<file path="config.mk">
export PLATFORM = sky130hd
export DESIGN_NAME = jtframe_neptuno_joy
export DESIGN_NICKNAME = d
export VERILOG_FILES = /design/src/rtl/jtframe_neptuno_joy.sv
export SDC_FILE = /design/constraint.sdc
export NUM_CORES = 1
export LEC_CHECK = 0
export CAP_MARGIN = 20
export CORE_UTILIZATION = 35
export DETAILED_ROUTE_END_ITERATION = 7
export PLACE_DENSITY = 0.62
export RECOVER_POWER = 100
export SYNTH_ARGS = -nofsm -noshare
export SYNTH_HDL_FRONTEND = slang
export SYNTH_SLANG_ARGS = --single-unit
export TNS_END_PERCENT = 20
</file>
<file path="constraint.sdc">
create_clock -name clk -period 2.15 [get_ports clk]
set_clock_uncertainty 0.2 [all_clocks]
set_input_delay 0.215 -clock clk [delete_from_list [all_inputs] [get_ports clk]]
set_output_delay 0.215 -clock clk [all_outputs]
set_load 0.02 [all_outputs]
</file>
<file path="src/rtl/jtframe_neptuno_joy.sv">
// NeptUNO joystick scanner: walks the two-pad shift-register chain in both
// MegaDrive select phases and publishes complete, active-high button bytes.
//
// state | meaning
// ------+-----------------------------------------------------------
// IDLE  | wait GAP ticks between scans; holds here while en=0
// SEL   | drive joy_select for the current phase, settle 4 ticks
// LOAD  | joy_load low for one tick to latch the pads
// SHIFT | 16 bits, two ticks each (sample + clk high, then clk low)
// DONE  | merge both phases into joy1/joy2, pulse valid for one clk
module jtframe_neptuno_joy #(
  parameter int DIV = 8,
  parameter int GAP = 64
) (
  input  logic       clk,
  input  logic       rst_n,
  input  logic       en,
  input  logic       joy_data,
  output logic       joy_clk,
  output logic       joy_load,
  output logic       joy_select,
  output logic [7:0] joy1,
  output logic [7:0] joy2,
  output logic       valid
);

  localparam int DW = (DIV > 2) ? $clog2(DIV) : 1;
  localparam int GW = (GAP > 1) ? $clog2(GAP + 1) : 1;
  localparam logic [DW-1:0] DIV_LAST = DW'(DIV - 1);
  localparam logic [GW-1:0] GAP_LAST = GW'(GAP - 1);

  typedef enum logic [2:0] {IDLE, SEL, LOAD, SHIFT, DONE} state_t;

  state_t         state, state_nxt;
  logic [DW-1:0]  div_cnt;
  logic           tick;
  logic [GW-1:0]  gap_cnt, gap_cnt_nxt;
  logic [1:0]     sel_cnt, sel_cnt_nxt;
  logic [3:0]     bit_cnt, bit_cnt_nxt;
  logic           half, half_nxt;
  logic           phase, phase_nxt;
  logic [15:0]    s, s_nxt;
  logic [15:0]    hold, hold_nxt;
  logic           joy_clk_nxt, joy_load_nxt, joy_select_nxt, valid_nxt;
  logic [7:0]     joy1_nxt, joy2_nxt;

  assign tick = (div_cnt == '0);

  // Free-running down-counter; tick fires on terminal count regardless of en.
  always_ff @(posedge clk or negedge rst_n) begin
    if (!rst_n) div_cnt <= '0;
    else        div_cnt <= tick ? DIV_LAST : div_cnt - 1'b1;
  end

  // Next-state and output decode; every step except DONE waits for tick.
  always_comb begin
    state_nxt      = state;
    gap_cnt_nxt    = gap_cnt;
    sel_cnt_nxt    = sel_cnt;
    bit_cnt_nxt    = bit_cnt;
    half_nxt       = half;
    phase_nxt      = phase;
    s_nxt          = s;
    hold_nxt       = hold;
    joy_clk_nxt    = joy_clk;
    joy_load_nxt   = joy_load;
    joy_select_nxt = joy_select;
    joy1_nxt       = joy1;
    joy2_nxt       = joy2;
    valid_nxt      = 1'b0;
    case (state)
      IDLE: begin
        if (tick) begin
          if (gap_cnt == GAP_LAST) begin
            // Saturated: a late en starts the scan on the very next tick.
            if (en) begin
              state_nxt   = SEL;
              sel_cnt_nxt = '0;
              phase_nxt   = 1'b0;
            end
          end else begin
            gap_cnt_nxt = gap_cnt + 1'b1;
          end
        end
      end
      SEL: begin
        joy_select_nxt = ~phase;
        if (tick) begin
          if (sel_cnt == 2'd3) begin
            state_nxt    = LOAD;
            joy_load_nxt = 1'b0;
          end else begin
            sel_cnt_nxt = sel_cnt + 1'b1;
          end
        end
      end
      LOAD: begin
        if (tick) begin
          state_nxt    = SHIFT;
          joy_load_nxt = 1'b1;
          bit_cnt_nxt  = 4'd15;
          half_nxt     = 1'b0;
        end
      end
      SHIFT: begin
        if (tick) begin
          if (!half) begin
            s_nxt[bit_cnt] = joy_data;
            joy_clk_nxt    = 1'b1;
            half_nxt       = 1'b1;
          end else begin
            joy_clk_nxt = 1'b0;
            half_nxt    = 1'b0;
            if (bit_cnt == 4'd0) begin
              if (!phase) begin
                hold_nxt    = s;
                phase_nxt   = 1'b1;
                sel_cnt_nxt = '0;
                state_nxt   = SEL;
              end else begin
                state_nxt = DONE;
              end
            end else begin
              bit_cnt_nxt = bit_cnt - 1'b1;
            end
          end
        end
      end
      DONE: begin
        // hold = phase 0 (dirs, B, C), s = phase 1 (A, Start); chain is active-low.
        joy1_nxt    = ~{s[10], hold[10], hold[11], s[11],
                        hold[15], hold[14], hold[13], hold[12]};
        joy2_nxt    = ~{s[2], hold[2], hold[3], s[3],
                        hold[7], hold[6], hold[5], hold[4]};
        valid_nxt   = 1'b1;
        gap_cnt_nxt = '0;
        phase_nxt   = 1'b0;
        state_nxt   = IDLE;
      end
      default: state_nxt = IDLE;
    endcase
  end

  // State and registered outputs; reset aborts any scan in flight.
  always_ff @(posedge clk or negedge rst_n) begin
    if (!rst_n) begin
      state      <= IDLE;
      gap_cnt    <= '0;
      sel_cnt    <= '0;
      bit_cnt    <= '0;
      half       <= 1'b0;
      phase      <= 1'b0;
      s          <= '0;
      hold       <= '0;
      joy_clk    <= 1'b0;
      joy_load   <= 1'b1;
      joy_select <= 1'b1;
      joy1       <= '0;
      joy2       <= '0;
      valid      <= 1'b0;
    end else begin
      state      <= state_nxt;
      gap_cnt    <= gap_cnt_nxt;
      sel_cnt    <= sel_cnt_nxt;
      bit_cnt    <= bit_cnt_nxt;
      half       <= half_nxt;
      phase      <= phase_nxt;
      s          <= s_nxt;
      hold       <= hold_nxt;
      joy_clk    <= joy_clk_nxt;
      joy_load   <= joy_load_nxt;
      joy_select <= joy_select_nxt;
      joy1       <= joy1_nxt;
      joy2       <= joy2_nxt;
      valid      <= valid_nxt;
    end
  end

endmodule

</file>
==> flow_metrics.env, run 1 <==
export IMPL_switching_share=0.2190
export IMPL_clock_path_buffers=2
export IMPL_synth_top_family_by_area="simple AND/OR/NAND/NOR gates"
export IMPL_synthXorXnorAreaFrac=0.01174
export IMPL_fmax_mhz=480.2
export IMPL_ys_ff_latch=65
export IMPL_wire_per_inst_um=12.61
export IMPL_grt_pass1_wl_um=9266
export IMPL_p_leak_nw=1.682
export IMPL_post_route_min_period_ns=2.083
export IMPL_die_h_um=94.32
export IMPL_gp_congestion=0.8294
export IMPL_ys_flop_type="dfrtp_1"
export IMPL_rsz0062_at_grt="no"
export IMPL_power_frac_seq=0.532
export IMPL_antenna_found_initial=0
export IMPL_placed_cell_area_mm2=0.003440
export IMPL_hold_ws_ns=0.2491
export IMPL_rows=33
export IMPL_reg2reg_to="hold[7]$_DFFE_PN0P_"
export IMPL_ir_worst_vdd_mv=0.2244
export IMPL_drive_above_1_share=0.2347
export IMPL_final_util=0.4463
export IMPL_required_ns=2.17
export IMPL_power_internal_mw=1.819
export IMPL_first_pass_iters=4
export IMPL_n_fill_cell=768
export IMPL_num_vias=2076
export IMPL_yosys_area_share_simple=0.1682
export IMPL_worstMarginPinSlew_ns=1.336
export IMPL_synthAdderAreaFrac=0.03356
export IMPL_layoutNonFillerInstCount=416
export IMPL_io_pins=24
export IMPL_vias_per_cell=4.990
export IMPL_drtIter0Drc=79
export IMPL_port_buffers=23
export IMPL_yosys_top_cells_area="dfrtp_1, mux2_2, o21ai_0"
export IMPL_run_status="finished clean"
export IMPL_cts_root_buf="clkbuf_8"
export IMPL_holdPathStages=1
export IMPL_cap_violations=0
export IMPL_synth_top_area_cell="dfrtp_1"
export IMPL_finalCritPeriodShare=0.9686
export IMPL_p_comb_frac=0.020
export IMPL_finalWirelength_um=5244
export IMPL_cts_sinks=65
export IMPL_start_util=0.3630
export IMPL_synthArstFlopShare=1.000
export IMPL_p_per_area_mw_per_mm2=635.2
export IMPL_min_delay_worst_endpoint="div_cnt[0]$_DFF_PN0_"
export IMPL_setup_viol=0
export IMPL_ant_nets=0
export IMPL_yosysWarnings=0
export IMPL_nNetsFinal=318
export IMPL_dp_cells=399
export IMPL_syn_cell_area_mm2=0.002983
export IMPL_path_clk_slew_ns=0.08
export IMPL_antenna_cells=0
export IMPL_reg2reg_depth=6
export IMPL_grt_max_degree=43
export IMPL_power_switching_uw=510.1
export IMPL_final_common_cell="dfrtp_1"
export IMPL_holdCritStartpoint="div_cnt[0]$_DFF_PN0_"
export IMPL_place_hpwl_um=3799
export IMPL_syn2layout_area_growth_pct=22.94
export IMPL_tns_ns=0
export IMPL_hp_class="reg2reg"
export IMPL_syn_avg_cell_area_um2=11.17
export IMPL_r2r_slack_ns=0.07
export IMPL_final_area_mm2=0.003667
export IMPL_synth_compound_area_frac=0.09354
export IMPL_crit_fanout=12
export IMPL_clkLatencyLatePin_ns=0.34
export IMPL_coreArea_mm2=0.008217
export IMPL_track_usage=0.1334
export IMPL_grt_pass1_vias=1997
export IMPL_reg2reg_from="bit_cnt[1]$_DFFE_PN0P_"
export IMPL_crit_arrival_ns=2.10
export IMPL_post_cts_buffers=0
export IMPL_ys_seq_area_frac=0.5461
export IMPL_layout_common_cells="dfrtp_1, mux2_2, nand2_1"
export IMPL_maxSlewHeadroom=0.1094
export IMPL_critPathCaptureType="flip-flop"
export IMPL_die_w_um=94.32
export IMPL_syn_nets=279
export IMPL_p_clk_frac=0.448
export IMPL_drc_errors=0
export IMPL_synthCells=267
export IMPL_gr_total_overflow=0
export IMPL_hold_viol=0
export IMPL_cts_made_buffers=9
export IMPL_crit_path_start_kind="flip-flop"
export IMPL_synthDistinctLibCells=46
export IMPL_netlist_area_leader_share=0.5285
export IMPL_synth_area_mux_share=0.1086
export IMPL_synth_edf_count=0
export IMPL_fp_dieArea_mm2=0.008895
export IMPL_path_class="reg2reg"
export IMPL_slew_viol_final=0
export IMPL_tritoncts="yes"
export IMPL_htreeDepth=3
==> sequential cells by signal, summed over array words and instances, names as in the netlist, 3 cells and up <==
register  count
joy1          8
joy2          8
state         3
bit_cnt       4
gap_cnt       7
div_cnt       3
hold         12
s            12
==> Yosys cell counts (4+ instances only) <==
library cell	n
nand2b_1	5
xor2_1	4
nor2_1	13
dfrtp_1	63
or3_1	4
nand3_1	11
nand2_1	25
clkbuf_1	7
nand3b_1	5
nand4_1	6
inv_1	11
ha_1	8
buf_2	4
nor3_1	6
a21oi_1	7
mux2_2	27
o21ai_0	22
==> cell type report <==
cell class / instances / area, um2 / area share
Clock buffer: 10 / 137.6 / 0.03753
Clock inverter: 6 / 66.31 / 0.01808
Inverter: 11 / 41.29 / 0.01126
Timing Repair Buffer: 42 / 396.6 / 0.1082
Sequential cell: 65 / 1629 / 0.4442
Tap cell: 105 / 131.4 / 0.03582
Multi-Input combinational cell: 177 / 1265 / 0.3449
==> repair_timing <==
action                                  4_1_cts  5_1_grt
hold endpoints to repair                     22        0
endpoints found under the setup margin        4       18
pin swaps                                     0        0
resized for setup                             1        7
hold buffers                                  1        0
==> worst max-delay path by stage <==
| stage | cells after the start | slack [ns] | to | from |
|---|---|---|---|---|
| 2_1_floorplan | 6 | 0.02 | hold[10]$_DFFE_PN0P_ | bit_cnt[0]$_DFFE_PN0P_ |
| 3_3_place_gp | 6 | 0.05 | state[0]$_DFFE_PN0P_ | div_cnt[0]$_DFF_PN0_ |
| 3_5_place_dp | 6 | 0.008 | sel_cnt[1]$_DFFE_PN0P_ | div_cnt[0]$_DFF_PN0_ |
| 4_1_cts | 6 | 0.02 | sel_cnt[0]$_DFFE_PN0P_ | div_cnt[0]$_DFF_PN0_ |
| 5_1_grt | 6 | 0.003 | hold[11]$_DFFE_PN0P_ | bit_cnt[1]$_DFFE_PN0P_ |
| 6_report | 6 | 0.07 | hold[7]$_DFFE_PN0P_ | bit_cnt[1]$_DFFE_PN0P_ |
==> cells by family after synthesis <==
group,Yosys count
fa+ha+maj,8
mux,29
flops,65
buf+inv,25
compound gates,46
xor+xnor,4
simple gates,90
==> routing by layer <==
| layer | vias up | wire length [um] | track usage |
|---|---|---|---|
| met2 | 43 | 2400 | 0.2047 |
| met5 | - | 0 | 0 |
| met3 | 13 | 170 | 0.02265 |
| met4 | 0 | 140 | 0.07692 |
| met1 | 992 | 2532 | 0.1773 |
| li1 | 1028 | - | - |
==> critical path, stage by stage, from the launching register on <==
cell and delay (ns):
dfrtp_1 0.38, inv_1 0.08, ha_2 0.17, or3b_4 0.42, nor4_4 0.20, buf_12 0.18
mux2_2 0.34
==> power groups by stage <==
stage | Sequential (mW) | Combinational [mW] | Clock (mW)
after floorplan | 1.26 | 0.0126 | 0
after global placement | 1.26 | 0.0476 | 0
after detailed placement | 1.26 | 0.0491 | 0
after CTS | 1.24 | 0.0505 | 1.08
after global routing | 1.24 | 0.0556 | 1.12
final | 1.24 | 0.0469 | 1.04
==> per-stage QoR <==
| stage | total power [mW] | setup slack, ns |
|---|---|---|
| finish | 2.330 | 0.06746 |
| global route | 2.422 | 0.002902 |
| CTS | 2.369 | 0.02457 |
| detailed placement | 1.313 | 0.007586 |
| global placement | 1.311 | 0.04687 |
| floorplan | 1.274 | 0.01514 |
Note: power is estimated with default switching activity, not from simulation.
==> inputs of run 2 (changes only) <==
--- a/config.mk
+++ b/config.mk
@@ -10,6 +10,7 @@
 export DETAILED_ROUTE_END_ITERATION = 7
 export PLACE_DENSITY = 0.62
 export RECOVER_POWER = 100
+export SKIP_LAST_GASP = 1
 export SYNTH_ARGS = -nofsm -noshare
 export SYNTH_HDL_FRONTEND = slang
 export SYNTH_SLANG_ARGS = --single-unit
==> run 2 against run 1 <==
Compared with the run above:
- wire length up 0.19%
- critical path depth unchanged
- via count about the same
- largest power group unchanged
- critical path type unchanged
- largest cell class unchanged
- combinational power about the same
==> flow_metrics.env, run 2 (same netlist as run 1, synthesis figures left out) <==
export IMPL_p_comb_frac=0.020
export IMPL_track_usage=0.1334
export IMPL_required_ns=2.17
export IMPL_finalWirelength_um=5254
export IMPL_drive_above_1_share=0.2251
export IMPL_start_util=0.3630
export IMPL_worstMarginPinSlew_ns=1.336
export IMPL_die_w_um=94.32
export IMPL_p_total_mw=2.329
export IMPL_placed_cell_area_mm2=0.003440
export IMPL_syn2layout_area_growth_pct=22.73
export IMPL_final_util=0.4456
export IMPL_r2r_slack_ns=0.08
export IMPL_cts_root_buf="clkbuf_8"
export IMPL_finalCritPeriodShare=0.9649
export IMPL_p_leak_nw=1.678
export IMPL_power_frac_seq=0.532
export IMPL_io_pins=24
export IMPL_final_common_cell="dfrtp_1"
export IMPL_layout_common_cells="dfrtp_1, mux2_2, nand2_1"
export IMPL_vias_per_cell=4.993
export IMPL_min_delay_worst_endpoint="div_cnt[0]$_DFF_PN0_"
export IMPL_ant_nets=0
export IMPL_rows=33
export IMPL_gr_total_overflow=0
export IMPL_path_cells="inv_1 > ha_1 > or3b_4 > nor4_4 > buf_12 > mux2_2"
export IMPL_holdCritStartpoint="div_cnt[0]$_DFF_PN0_"
export IMPL_seq_area_mm2=0.001629
export IMPL_antenna_found_initial=0
export IMPL_gp_congestion=0.8294
export IMPL_switching_share=0.2189
export IMPL_htreeDepth=3
export IMPL_multiInputGateArea_mm2=0.001262
export IMPL_maxSlewHeadroom=0.1096
export IMPL_clock_path_buffers=2
export IMPL_nNetsFinal=318
export IMPL_reg2reg_from="bit_cnt[0]$_DFFE_PN0P_"
export IMPL_port_buffers=23
export IMPL_cts_made_buffers=9
export IMPL_crit_arrival_ns=2.09
export IMPL_num_vias=2077
export IMPL_post_route_min_period_ns=2.075
export IMPL_path_class="reg2reg"
export IMPL_post_cts_buffers=0
export IMPL_setup_viol=0
export IMPL_p_clk_frac=0.447
export IMPL_die_h_um=94.32
export IMPL_power_switching_uw=509.8
export IMPL_path_clk_slew_ns=0.08
export IMPL_rsz0062_at_grt="yes"
export IMPL_fp_dieArea_mm2=0.008895
export IMPL_hold_viol=0
export IMPL_drc_errors=0
export IMPL_run_status="finished clean"
export IMPL_n_fill_cell=769
export IMPL_reg_largest_list="hold (12), s (12)"
export IMPL_crit_path_start_kind="flip-flop"
export IMPL_fmax_mhz=482.0
export IMPL_antenna_cells=0
export IMPL_wire_per_inst_um=12.63
export IMPL_p_per_area_mw_per_mm2=636.2
export IMPL_hp_class="reg2reg"
export IMPL_tns_ns=0
export IMPL_grt_pass1_wl_um=9266
export IMPL_reg2reg_depth=6
export IMPL_holdPathStages=1
export IMPL_drtIter0Drc=81
export IMPL_cp_slowest_cell="or3b_4"
export IMPL_reg2reg_to="hold[7]$_DFFE_PN0P_"
export IMPL_cts_sinks=65
export IMPL_critPathCaptureType="flip-flop"
export IMPL_cap_violations=0
export IMPL_grt_pass1_vias=1997
export IMPL_slowest_delay_ns=0.42
export IMPL_coreArea_mm2=0.008217
export IMPL_first_pass_iters=4
export IMPL_slew_viol_final=0
export IMPL_power_internal_mw=1.819
export IMPL_tritoncts="yes"
export IMPL_crit_fanout=12
export IMPL_clkLatencyLatePin_ns=0.34
export IMPL_ir_worst_vdd_mv=0.2244
export IMPL_grt_max_degree=43
export IMPL_final_area_mm2=0.003661
export IMPL_place_hpwl_um=3799
export IMPL_hold_ws_ns=0.2491
## run 2: cell types whose count changed in the layout (fill, tap and decap cells not counted)
cell      previous run  this run
o21ai_0             22        21
ha_1                 6         7
o21ai_1              1         2
buf_4               12        11
ha_2                 1         0
clkbuf_1             3         4
inv_2                2         1
inv_1                9        10
## run 2: power groups by stage
stage	Sequential (mW)	Combinational, mW	Clock [mW]
after global placement	1.26	0.0476	0
after CTS	1.24	0.0505	1.08
after detailed placement	1.26	0.0491	0
final	1.24	0.0470	1.04
after floorplan	1.26	0.0126	0
after global routing	1.24	0.0556	1.12
## run 2: worst max-delay path by stage
stage	start	to	slack, ns
after floorplan	bit_cnt[0]$_DFFE_PN0P_	hold[10]$_DFFE_PN0P_	0.02
after global routing	bit_cnt[0]$_DFFE_PN0P_	hold[11]$_DFFE_PN0P_	-0.03
after detailed placement	div_cnt[0]$_DFF_PN0_	sel_cnt[1]$_DFFE_PN0P_	0.008
after CTS	div_cnt[0]$_DFF_PN0_	sel_cnt[0]$_DFFE_PN0P_	0.02
after global placement	div_cnt[0]$_DFF_PN0_	state[0]$_DFFE_PN0P_	0.05
final	bit_cnt[0]$_DFFE_PN0P_	hold[7]$_DFFE_PN0P_	0.08
## run 2: layout make-up
class / instances / share of cell area
Multi-Input combinational cell: 177 / 0.3448
Clock buffer: 10 / 0.03759
Sequential cell: 65 / 0.4450
Clock inverter: 6 / 0.01811
Timing Repair Buffer: 42 / 0.1073
Inverter: 11 / 0.01128
Tap cell: 105 / 0.03589
## run 2: per-layer routing
layer	wire length (um)	part of all wire	GRT usage
met3	181	0.034	0.02265
met2	2421	0.46	0.2047
met4	140	0.027	0.07692
met1	2510	0.48	0.1773
met5	0	0	0
## run 2: stage by stage
stage | setup WS, ns | std cells
2_1_floorplan | 0.01514 | 267
4_1_cts | 0.02457 | 416
6_report | 0.07541 | 416
5_1_grt | -0.02798 | 416
3_5_place_dp | 0.007586 | 399
3_3_place_gp | 0.04687 | 399
## run 2: repair_timing
| item | CTS | global route |
|---|---|---|
| endpoints found under the hold margin | 22 | 0 |
| endpoints found under the setup margin | 4 | 18 |
| gates resized for setup | 1 | 5 |
| hold buffers | 1 | 0 |
| cloned | 0 | 0 |
## run 2: critical path, delay by kind of cell (launching register included)
family | cells | cell delay (ns)
buffers and inverters | 2 | 0.26
and+or+nand+nor | 2 | 0.62
adders and majority gates | 1 | 0.16
muxes | 1 | 0.34
DFF | 1 | 0.37
